File: src/rtl/mem_port_arbiter.sv
// Two-requester arbiter (instruction fetch vs. load/store) in front of a single
// memory port; one transaction in flight, read data routed back to its owner.
module mem_port_arbiter #(
    parameter int unsigned ADDR_W     = 32,
    parameter bit          FIXED_PRIO = 1'b0
) (
    input  logic              clk,
    input  logic              rst,

    input  logic              inst_req_valid,
    output logic              inst_req_ready,
    input  logic [ADDR_W-1:0] inst_addr,
    output logic              inst_resp_valid,
    input  logic              inst_resp_ready,
    output logic [31:0]       inst_rdata,

    input  logic              data_req_valid,
    output logic              data_req_ready,
    input  logic [ADDR_W-1:0] data_addr,
    input  logic              data_wen,
    input  logic [31:0]       data_wdata,
    input  logic [3:0]        data_wstrb,
    output logic              data_resp_valid,
    input  logic              data_resp_ready,
    output logic [31:0]       data_rdata,

    output logic              mem_req_valid,
    input  logic              mem_req_ready,
    output logic [ADDR_W-1:0] mem_addr,
    output logic              mem_wen,
    output logic [31:0]       mem_wdata,
    output logic [3:0]        mem_wstrb,
    input  logic              mem_resp_valid,
    output logic              mem_resp_ready,
    input  logic [31:0]       mem_rdata
);

    localparam int unsigned DATA_W = 32;
    localparam int unsigned STRB_W = 4;

    typedef enum logic [1:0] {
        IDLE = 2'd0,
        REQ  = 2'd1,
        RESP = 2'd2,
        DONE = 2'd3
    } state_e;

    typedef enum logic {
        OWN_INST = 1'b0,
        OWN_DATA = 1'b1
    } owner_e;

    state_e              state_q;
    owner_e              owner_q;
    owner_e              last_grant_q;
    logic                mem_req_valid_q;
    logic                mem_resp_ready_q;
    logic                inst_resp_valid_q;
    logic                data_resp_valid_q;
    logic [ADDR_W-1:0]   mem_addr_q;
    logic                mem_wen_q;
    logic [DATA_W-1:0]   mem_wdata_q;
    logic [STRB_W-1:0]   mem_wstrb_q;
    logic [DATA_W-1:0]   inst_rdata_q;
    logic [DATA_W-1:0]   data_rdata_q;
    logic                grant_data_c;

    // Tie-break: fixed data priority, or the side that did not win last time.
    always_comb begin
        grant_data_c = data_req_valid;
        if (inst_req_valid && data_req_valid) begin
            grant_data_c = FIXED_PRIO ? 1'b1 : (last_grant_q == OWN_INST);
        end
    end

    assign inst_req_ready = (state_q == IDLE) && inst_req_valid && !grant_data_c;
    assign data_req_ready = (state_q == IDLE) && data_req_valid &&  grant_data_c;

    always_ff @(posedge clk or posedge rst) begin
        if (rst) begin
            state_q           <= IDLE;
            owner_q           <= OWN_INST;
            last_grant_q      <= OWN_DATA;
            mem_req_valid_q   <= 1'b0;
            mem_resp_ready_q  <= 1'b0;
            inst_resp_valid_q <= 1'b0;
            data_resp_valid_q <= 1'b0;
            mem_addr_q        <= '0;
            mem_wen_q         <= 1'b0;
            mem_wdata_q       <= '0;
            mem_wstrb_q       <= '0;
            inst_rdata_q      <= '0;
            data_rdata_q      <= '0;
        end else begin
            case (state_q)
                IDLE: begin
                    if (data_req_ready) begin
                        mem_addr_q      <= data_addr;
                        mem_wen_q       <= data_wen;
                        mem_wdata_q     <= data_wdata;
                        mem_wstrb_q     <= data_wen ? data_wstrb : STRB_W'(0);
                        owner_q         <= OWN_DATA;
                        last_grant_q    <= OWN_DATA;
                        mem_req_valid_q <= 1'b1;
                        state_q         <= REQ;
                    end else if (inst_req_ready) begin
                        mem_addr_q      <= inst_addr;
                        mem_wen_q       <= 1'b0;
                        mem_wdata_q     <= '0;
                        mem_wstrb_q     <= '0;
                        owner_q         <= OWN_INST;
                        last_grant_q    <= OWN_INST;
                        mem_req_valid_q <= 1'b1;
                        state_q         <= REQ;
                    end
                end
                REQ: begin
                    if (mem_req_ready) begin
                        mem_req_valid_q  <= 1'b0;
                        mem_resp_ready_q <= 1'b1;
                        state_q          <= RESP;
                    end
                end
                RESP: begin
                    if (mem_resp_valid) begin
                        mem_resp_ready_q <= 1'b0;
                        if (owner_q == OWN_DATA) begin
                            data_rdata_q      <= mem_rdata;
                            data_resp_valid_q <= 1'b1;
                        end else begin
                            inst_rdata_q      <= mem_rdata;
                            inst_resp_valid_q <= 1'b1;
                        end
                        state_q <= DONE;
                    end
                end
                DONE: begin
                    if (owner_q == OWN_DATA && data_resp_ready) begin
                        data_resp_valid_q <= 1'b0;
                        state_q           <= IDLE;
                    end else if (owner_q == OWN_INST && inst_resp_ready) begin
                        inst_resp_valid_q <= 1'b0;
                        state_q           <= IDLE;
                    end
                end
                default: state_q <= IDLE;
            endcase
        end
    end

    assign inst_resp_valid = inst_resp_valid_q;
    assign inst_rdata      = inst_rdata_q;
    assign data_resp_valid = data_resp_valid_q;
    assign data_rdata      = data_rdata_q;
    assign mem_req_valid   = mem_req_valid_q;
    assign mem_addr        = mem_addr_q;
    assign mem_wen         = mem_wen_q;
    assign mem_wdata       = mem_wdata_q;
    assign mem_wstrb       = mem_wstrb_q;
    assign mem_resp_ready  = mem_resp_ready_q;

endmodule
File: config.mk
export PLATFORM = sky130hd
export DESIGN_NAME = mem_port_arbiter
export DESIGN_NICKNAME = d
export VERILOG_FILES = /design/src/rtl/mem_port_arbiter.sv
export SDC_FILE = /design/constraint.sdc
export NUM_CORES = 1
export LEC_CHECK = 0
export ABC_AREA = 1
export BUFFER_PORTS_ARGS = -buffer_cell sky130_fd_sc_hd__buf_2
export CAP_MARGIN = 20
export CORE_MARGIN = 4
export CORE_UTILIZATION = 30
export DETAILED_ROUTE_END_ITERATION = 6
export PLACE_DENSITY = 0.62
export SLEW_MARGIN = 20
export SYNTH_ARGS = -nofsm -noshare
export SYNTH_HDL_FRONTEND = slang
export SYNTH_SLANG_ARGS = --single-unit
File: constraint.sdc
create_clock -name clk -period 4.2 [get_ports clk]
set_input_delay 0.42 -clock clk [delete_from_list [all_inputs] [get_ports clk]]
set_output_delay 0.42 -clock clk [all_outputs]
set_load 0.01 [all_outputs]
Word-level counts from Yosys, hierarchy flattened --
Index checks and enable logic that the tools add are counted.
Storage, ports and cells: register bits 141
Cells by class: eq/ne operators 12, mux-type cells 34, bitwise logic cells 2, reductions and logical operators 21
Operators by type and width (number):
- two-way mux 32 bit | 4
- two-way mux 1 bit | 16
- inequality test 2 bit (second input constant) | 7
- two-way mux 2 bit | 6
- two-way mux 4 bit | 3
- AND reduction 3 bit | 4
- one-hot mux 1 bit (2 select lines) | 4
- one-hot mux 2 bit (4 select lines) | 1
- AND reduction 4 bit | 2
- nonzero test 2 bit | 4
- logical AND 1 bit | 7
- inequality test 3 bit (second input constant) | 2
- AND reduction 5 bit | 1
- == test 2 bit (second input constant) | 2
- == test 2 x 1 -> 1 bit (second input constant) | 1
- zero test 2 bit | 1
- NOT 1 bit | 2
- AND reduction 2 bit | 1
- zero test 1 bit | 1

Longest topological paths before layout --
Gate-level depths: netlist of the first run.
depth in word-level cells 7, gate-level depth with buffers 9, depth with buffers taken out 8

Least setup slack after synthesis of the first run --
No wires, ideal clock.
path kind register to output, start register state_q[0], end output port data_req_ready, arrival 1.201 ns, setup slack 2.579 ns, stages on the path, launching flop included 7, path buffers 2, cells stage by stage dfrtp_1 -> inv_1 -> ha_1 -> nand3_2 -> inv_2 -> buf_6 -> buf_4
On the way: longest elaborated chain between the ends 3
Ends and longest elaborated chain:
- start, declared | line 53 | state_e state_q;
- start signal, assigned | line 81 | state_q <= IDLE;
- start signal, assigned | line 105 | state_q <= REQ;
- start signal, assigned | line 114 | state_q <= REQ;
- zero test 2 bit | line 77 | assign data_req_ready = (state_q == IDLE) && data_req_valid && grant_data_c;
- logical AND 1 bit (2 in a row) | line 77
- end, declared | line 18 | output logic data_req_ready,
Every way passes these cells.

Worst setup path in the final report of the first run --
start register state_q[1], end output port data_req_ready
Same word-level chain as after synthesis.

==> reports/metrics.cfg, run 1 <==
[outcome]
run_status = finished clean

[floorplanning]
start_util_pct = 30.9
coreArea_um2 = 18200
rows = 49
die_w_um = 145
ios = 280
fp.dieH_um = 145
die_area_um2 = 21000

[worst_setup_path]
crit_path_max_fanout = 45
slowest_delay_ns = 0.62
cp.buffers_inverters = 3
critical_path.top_delay_family = buffers and inverters
arrival_ns = 2.30
path_class = reg2out
cp_slowest_cell = inv_2
cp_cell_sequence = inv_1, ha_1, nand3_2, inv_2, buf_2
endpoint_kind = output pin
worstPathRequired_ns = 3.78
cp-start-kind = register

[global_route]
grt_max_degree = 71
global_route.usage.total_pct = 15.0
grt_pass1_vias = 4861
antenna_found_initial = 2
globalRouteOverflowTotal = 0
grt_pass1_wl_um = 24900

[power_and_ir_drop]
power_frac_comb_pct = 35.0
p_leak_nw = 4.49
worst_ir_drop_vdd_mv = 0.357
seqPwrFrac_pct = 38.4
power.density_nw_per_um2 = 750
power.switching_mw = 2.17
swShare_pct = 37.0
clkPwrFrac_pct = 26.7
power.internal_mw = 3.70

[synth]
yosys.area.top_type = dfrtp_1
synth-seq-cells = 141
syn_nets = 777
synth_top_area_share_pct = 62.3
seq_area_frac_synth_pct = 62.8
ys_warn_count = 0
netlist_area_um2 = 5620
synth_area_leaders = dfrtp_1 62%, nand2_1 19%, o21ai_0 6.6%, nand3_1 3.3%, inv_1 3.0%
syn_inst = 632
synth.distinct_cells = 20
syn_avg_cell_area_um2 = 8.89

[routing]
route.met3.wl_um = 1270
routed-wl-met2_um = 7980
num_vias = 5036
routed.top_layer = met5
drc = 0
wl_per_cell_um = 14.2
wl_um = 16300
drtIter0Drc = 207
dr.pass1.iters = 7
via_per_inst = 4.39
wl_met1_um = 6850
final_antenna_net_count = 0

[cells_and_area]
drive_gt1_share_pct = 35.5
areaGrowthSynthToFinish_pct = 39.2
fin_area_um2 = 7820
fin_util_pct = 43.0
fill_cells = 1812
final_nets = 1050

[placed_design]
gp_congestion = 0.807
numPortBuffers = 279
hpwl_um = 11800
dpl-instance-area_um2 = 7210

[clock_network]
cts_root_buf = clkbuf_16
clockBufferDepth = 2
cts_resized = 0
cts_buffers = 17
cts_tree = yes
postCtsSetupRepairBufs = 0
clkLatencyLatePin_ns = 0.41
htreeDepth = 4
clkTransAtPathRegs_ns = 0.07
clock_sinks = 141
hold_buffers = 0

[sta]
fmaxAchievable_ghz = 0.367
max-slew-margin-rel_pct = 47.3
hold_ws_ns = 0.0881
hold_viol_final = 0
rsz0062_at_grt = false
clock_skew_ns = 0.0123
layout_min_cycle_time_ns = 2.72
finalSetupTns_ns = 0
worst_pin_slew_ns = 0.790
finalSetupViolCount = 0
drv_slew = 0
fin_crit_sh_pct = 64.8

[job]
maxCapViolCount = 0

[min_path]
hp-class = in2async

## synth_stat cells
cell type / n
a21oi_1: 1
buf_2: 10
buf_4: 5
buf_6: 1
clkbuf_1: 14
clkbuf_2: 1
dfrtp_1: 140
dfstp_2: 1
ha_1: 4
inv_1: 45
inv_2: 3
nand2_1: 286
nand3_1: 37
nand3_2: 2
nand3b_1: 1
nand4_1: 3
nor2_1: 2
o21ai_0: 74
o21ai_2: 1
or2_2: 1
## metal layers
layer / vias to the layer above / global-route usage, %
li1: 2519 / -
met1: 2328 / 19.3
met2: 173 / 24.3
met3: 14 / 4.96
met4: 2 / 4.47
met5: - / 0
## cell usage in the layout (no fill, tap or decap), drive strengths merged
master,n
bufinv,3
nand2,286
buf,285
diode,1
a21oi,1
nand3,39
or2,1
ha,4
dfstp,1
clkinv,3
nor2,2
nand4,3
inv,52
clkbuf,18
nand3b,1
dfrtp,140
o21ai,75
clkinvlp,4
## power groups by stage
stage	clock [mW]	sequential [mW]	combinational (mW)
finish	1.57	2.25	2.05
CTS	1.62	2.25	2.10
floorplan	0	2.53	0.906
global placement	0	2.26	2.06
detailed placement	0	2.26	2.10
global route	1.69	2.33	2.32
## flip-flops by register name, indices dropped and copies added (netlist names)
| signal | count |
|---|---|
| owner_q | 1 |
| mem_wen | 1 |
| data_resp_valid | 1 |
| state_q | 2 |
| data_rdata | 32 |
| mem_wdata | 32 |
| mem_req_valid | 1 |
| inst_resp_valid | 1 |
| last_grant_q | 1 |
| inst_rdata | 32 |
| mem_addr | 32 |
| mem_wstrb | 4 |
| mem_resp_ready | 1 |
## area by class of cell
| cell class | instances | area [um2] | area share, % |
|---|---|---|---|
| diodes | 1 | 2.50 | 0.0320 |
| multi-input cells | 412 | 1770 | 22.6 |
| repair buffers | 285 | 1440 | 18.4 |
| clock buffers | 18 | 429 | 5.49 |
| well taps | 229 | 287 | 3.66 |
| inverters | 48 | 185 | 2.37 |
| flip-flops and latches | 141 | 3530 | 45.1 |
| clock inverters | 14 | 184 | 2.35 |
## logic make-up after synthesis
group                    Yosys count  share of synthesized area, %
AND/OR/NAND/NOR                  332                          23.5
flip-flops                       141                          62.8
buffers and inverters             79                          5.99
AO/OA/AOI/OAI                     76                          6.84
adder cells (fa/ha/maj)            4                         0.891
## worst register-to-register path, stage by stage (launching register included)
cell and delay (ns):
dfrtp_1 0.41, inv_1 0.10, ha_1 0.29, nand3_2 0.20
inv_2 0.62, buf_4 0.39, nand2_1 0.09, nand3_1 0.09
## path summary, 6_finish.rpt
kind | start | to | slack (ns) | depth (start not counted)
setup / recovery | state_q[1]$_DFFE_PP0P_ | data_req_ready | 1.48 | 5
hold / removal | rst | mem_addr[7]$_DFFE_PP0P_ | 0.09 | 2
setup reg to reg | state_q[1]$_DFFE_PP0P_ | mem_addr[20]$_DFFE_PP0P_ | 1.95 | 7
hold reg to reg | last_grant_q$_DFFE_PP1P_ | last_grant_q$_DFFE_PP1P_ | 0.47 | 2
max in group asynchronous | rst | mem_addr[16]$_DFFE_PP0P_ | 3.09 | 3
min in group clk | data_wdata[18] | mem_wdata[18]$_DFFE_PP0P_ | 0.21 | 3
## through the flow
stage / power [mW] / instances / setup WS (ns)
floorplan: 3.43 / 632 / 0.000434
global placement: 4.32 / 1115 / 1.94
detailed placement: 4.36 / 1115 / 1.90
CTS: 5.97 / 1147 / 1.44
global route: 6.34 / 1148 / 1.27
finish: 5.87 / 1148 / 1.48
(Power assumes the default switching activity.)
==> run 2, diff against run 1 <==
--- a/config.mk
+++ b/config.mk
@@ -11,7 +11,7 @@
 export CORE_MARGIN = 4
 export CORE_UTILIZATION = 30
 export DETAILED_ROUTE_END_ITERATION = 6
-export PLACE_DENSITY = 0.62
+export PLACE_DENSITY = 0.6
 export SLEW_MARGIN = 20
 export SYNTH_ARGS = -nofsm -noshare
 export SYNTH_HDL_FRONTEND = slang
==> constraint.sdc (replaced) <==
create_clock -name clk -period 2.7 [get_ports clk]
set_input_delay 0.27 -clock clk [delete_from_list [all_inputs] [get_ports clk]]
set_output_delay 0.27 -clock clk [all_outputs]
set_load 0.01 [all_outputs]
==> run 2 against run 1 <==
  * Setup slack worse by 1.1 ns
  * Worst hold slack worse by 0.039 ns
  * Largest cell class unchanged
  * Die area stayed put
  * Power is 55% higher
  * Final cell count is 0.44% higher
  * Largest power group unchanged
  * Combinational power is 57% higher
  * Clock skew is 0.0042 ns lower
==> reports/metrics.cfg, run 2 (synthesized netlist as in run 1, its figures left out) <==
[routing]
wl_per_cell_um = 14.1  ; -0.17%
drtIter0Drc = 227  ; +9.7%
drc = 0  ; unchanged
via_per_inst = 4.35  ; -0.91%
final_antenna_net_count = 0  ; unchanged
num_vias = 5012  ; -0.48%
wl_um = 16300  ; +0.26%
dr.pass1.iters = 4  ; -3

[clock_network]
cts_resized = 0  ; unchanged
hold_buffers = 0  ; unchanged
cts_root_buf = clkbuf_16
clockBufferDepth = 2  ; unchanged
cts_buffers = 17  ; unchanged
cts_tree = yes
htreeDepth = 4  ; unchanged
clkLatencyLatePin_ns = 0.41  ; about the same
postCtsSetupRepairBufs = 0  ; unchanged
clkTransAtPathRegs_ns = 0.07  ; about the same
clock_sinks = 141  ; unchanged

[min_path]
hp-class = in2async

[cells_and_area]
layout_common_cells = 286 x nand2_1, 279 x buf_2, 140 x dfrtp_1
areaGrowthSynthToFinish_pct = 40.0
instances_no_fill = 1153  ; +0.44%
drive_gt1_share_pct = 35.8  ; +0.32 points
final_nets = 1053  ; +0.29%
final_common_cell = nand2_1

[worst_setup_path]
path_class = reg2out
cp-start-kind = register
worstPathRequired_ns = 2.43  ; -1.35 ns
arrival_ns = 2.06  ; -0.24 ns
crit_path_max_fanout = 26  ; -42%
endpoint_kind = output pin

[sta]
fin_crit_sh_pct = 86.1
fmaxAchievable_ghz = 0.430
max-slew-margin-rel_pct = 48.9  ; +1.7 points
hold_viol_final = 0  ; unchanged
worst_pin_slew_ns = 0.766  ; -0.0243 ns
finalSetupTns_ns = 0  ; unchanged
clock_skew_ns = 0.00812  ; -0.00421 ns
rsz0062_at_grt = false
drv_slew = 0  ; unchanged
layout_min_cycle_time_ns = 2.33
layout_setup_ws_ns = 0.375  ; -1.10 ns
finalSetupViolCount = 0  ; unchanged

[global_route]
globalRouteOverflowTotal = 0  ; unchanged
grt_pass1_vias = 4868  ; +0.14%
antenna_found_initial = 2  ; unchanged
grt_max_degree = 142  ; +100%
global_route.usage.total_pct = 15.1  ; +0.085 points
grt_pass1_wl_um = 24900  ; +0.19%

[power_and_ir_drop]
worst_ir_drop_vdd_mv = 0.446  ; +25%
power.density_nw_per_um2 = 1160  ; +55%
p_leak_nw = 4.51  ; +0.53%

[outcome]
run_status = finished clean

[placed_design]
numPortBuffers = 279  ; unchanged
hpwl_um = 11800  ; +0.23%
gp_congestion = 0.774  ; -4.1%
pre_cts_slack_ns = 0.682  ; -1.21 ns
numPlacedInstances = 1118  ; +0.27%

[floorplanning]
start_util_pct = 30.9  ; unchanged
ios = 280  ; unchanged
die_area_um2 = 21000  ; unchanged
rows = 49  ; unchanged
fp.dieH_um = 145  ; unchanged
coreArea_um2 = 18200  ; unchanged
die_w_um = 145  ; unchanged

[job]
maxCapViolCount = 0  ; unchanged

[run 2: cell type report]
class                           instances  area (um2)
Fill cell                            1827       10300
Sequential cell                       141        3530
Multi-Input combinational cell        412        1770
Timing Repair Buffer                  288        1490
Clock buffer                           17         425
Tap cell                              229         287
Inverter                               48         184
Clock inverter                         15         178
Antenna cell                            3        7.51
[run 2: worst max-delay path: stages (launching register included)]
cell and delay, ns:
dfrtp_1 0.41, inv_1 0.10, ha_1 0.29, nand3_2 0.20, inv_2 0.40, buf_2 0.22
[run 2: worst paths after layout]
check	startpoint	end	slack [ns]	cells after the start
max in group asynchronous	rst	data_rdata[29]$_DFFE_PP0P_	2.06	3
max	state_q[0]$_DFFE_PP0P_	data_req_ready	0.37	5
min reg2reg	last_grant_q$_DFFE_PP1P_	last_grant_q$_DFFE_PP1P_	0.47	2
max reg2reg	state_q[0]$_DFFE_PP0P_	mem_addr[31]$_DFFE_PP0P_	0.69	7
min	rst	mem_addr[0]$_DFFE_PP0P_	0.05	3
min in group clk	data_wdata[29]	mem_wdata[29]$_DFFE_PP0P_	0.05	3
[run 2: stage by stage]
stage          total power, mW  instance area, um2  utilization [%]  hold WS (ns)
3_5_place_dp              6.82                7250             39.8         0.460
3_3_place_gp              6.76                7250             39.8         0.456
5_1_grt                   9.86                7860             43.2        0.0231
2_1_floorplan             5.34                5620                -         0.380
4_1_cts                   9.30                7860             43.2        0.0210
6_report                  9.12                7870             43.2        0.0486
[run 2: power by group]
group          switching, mW  internal, mW
Combinational           1.95          1.27
Clock                   1.00          1.40
Sequential             0.467          3.03
[run 2: per-layer routing]
layer / global-route usage [%] / share of wire, % / vias up / wire (um)
met1: 19.1 / 42 / 2303 / 6920
met3: 5.39 / 7.1 / 25 / 1170
met2: 23.6 / 49 / 161 / 7920
li1: - / - / 2521 / -
met5: 0 / 0.061 / - / 10
met4: 6.19 / 1.7 / 2 / 280
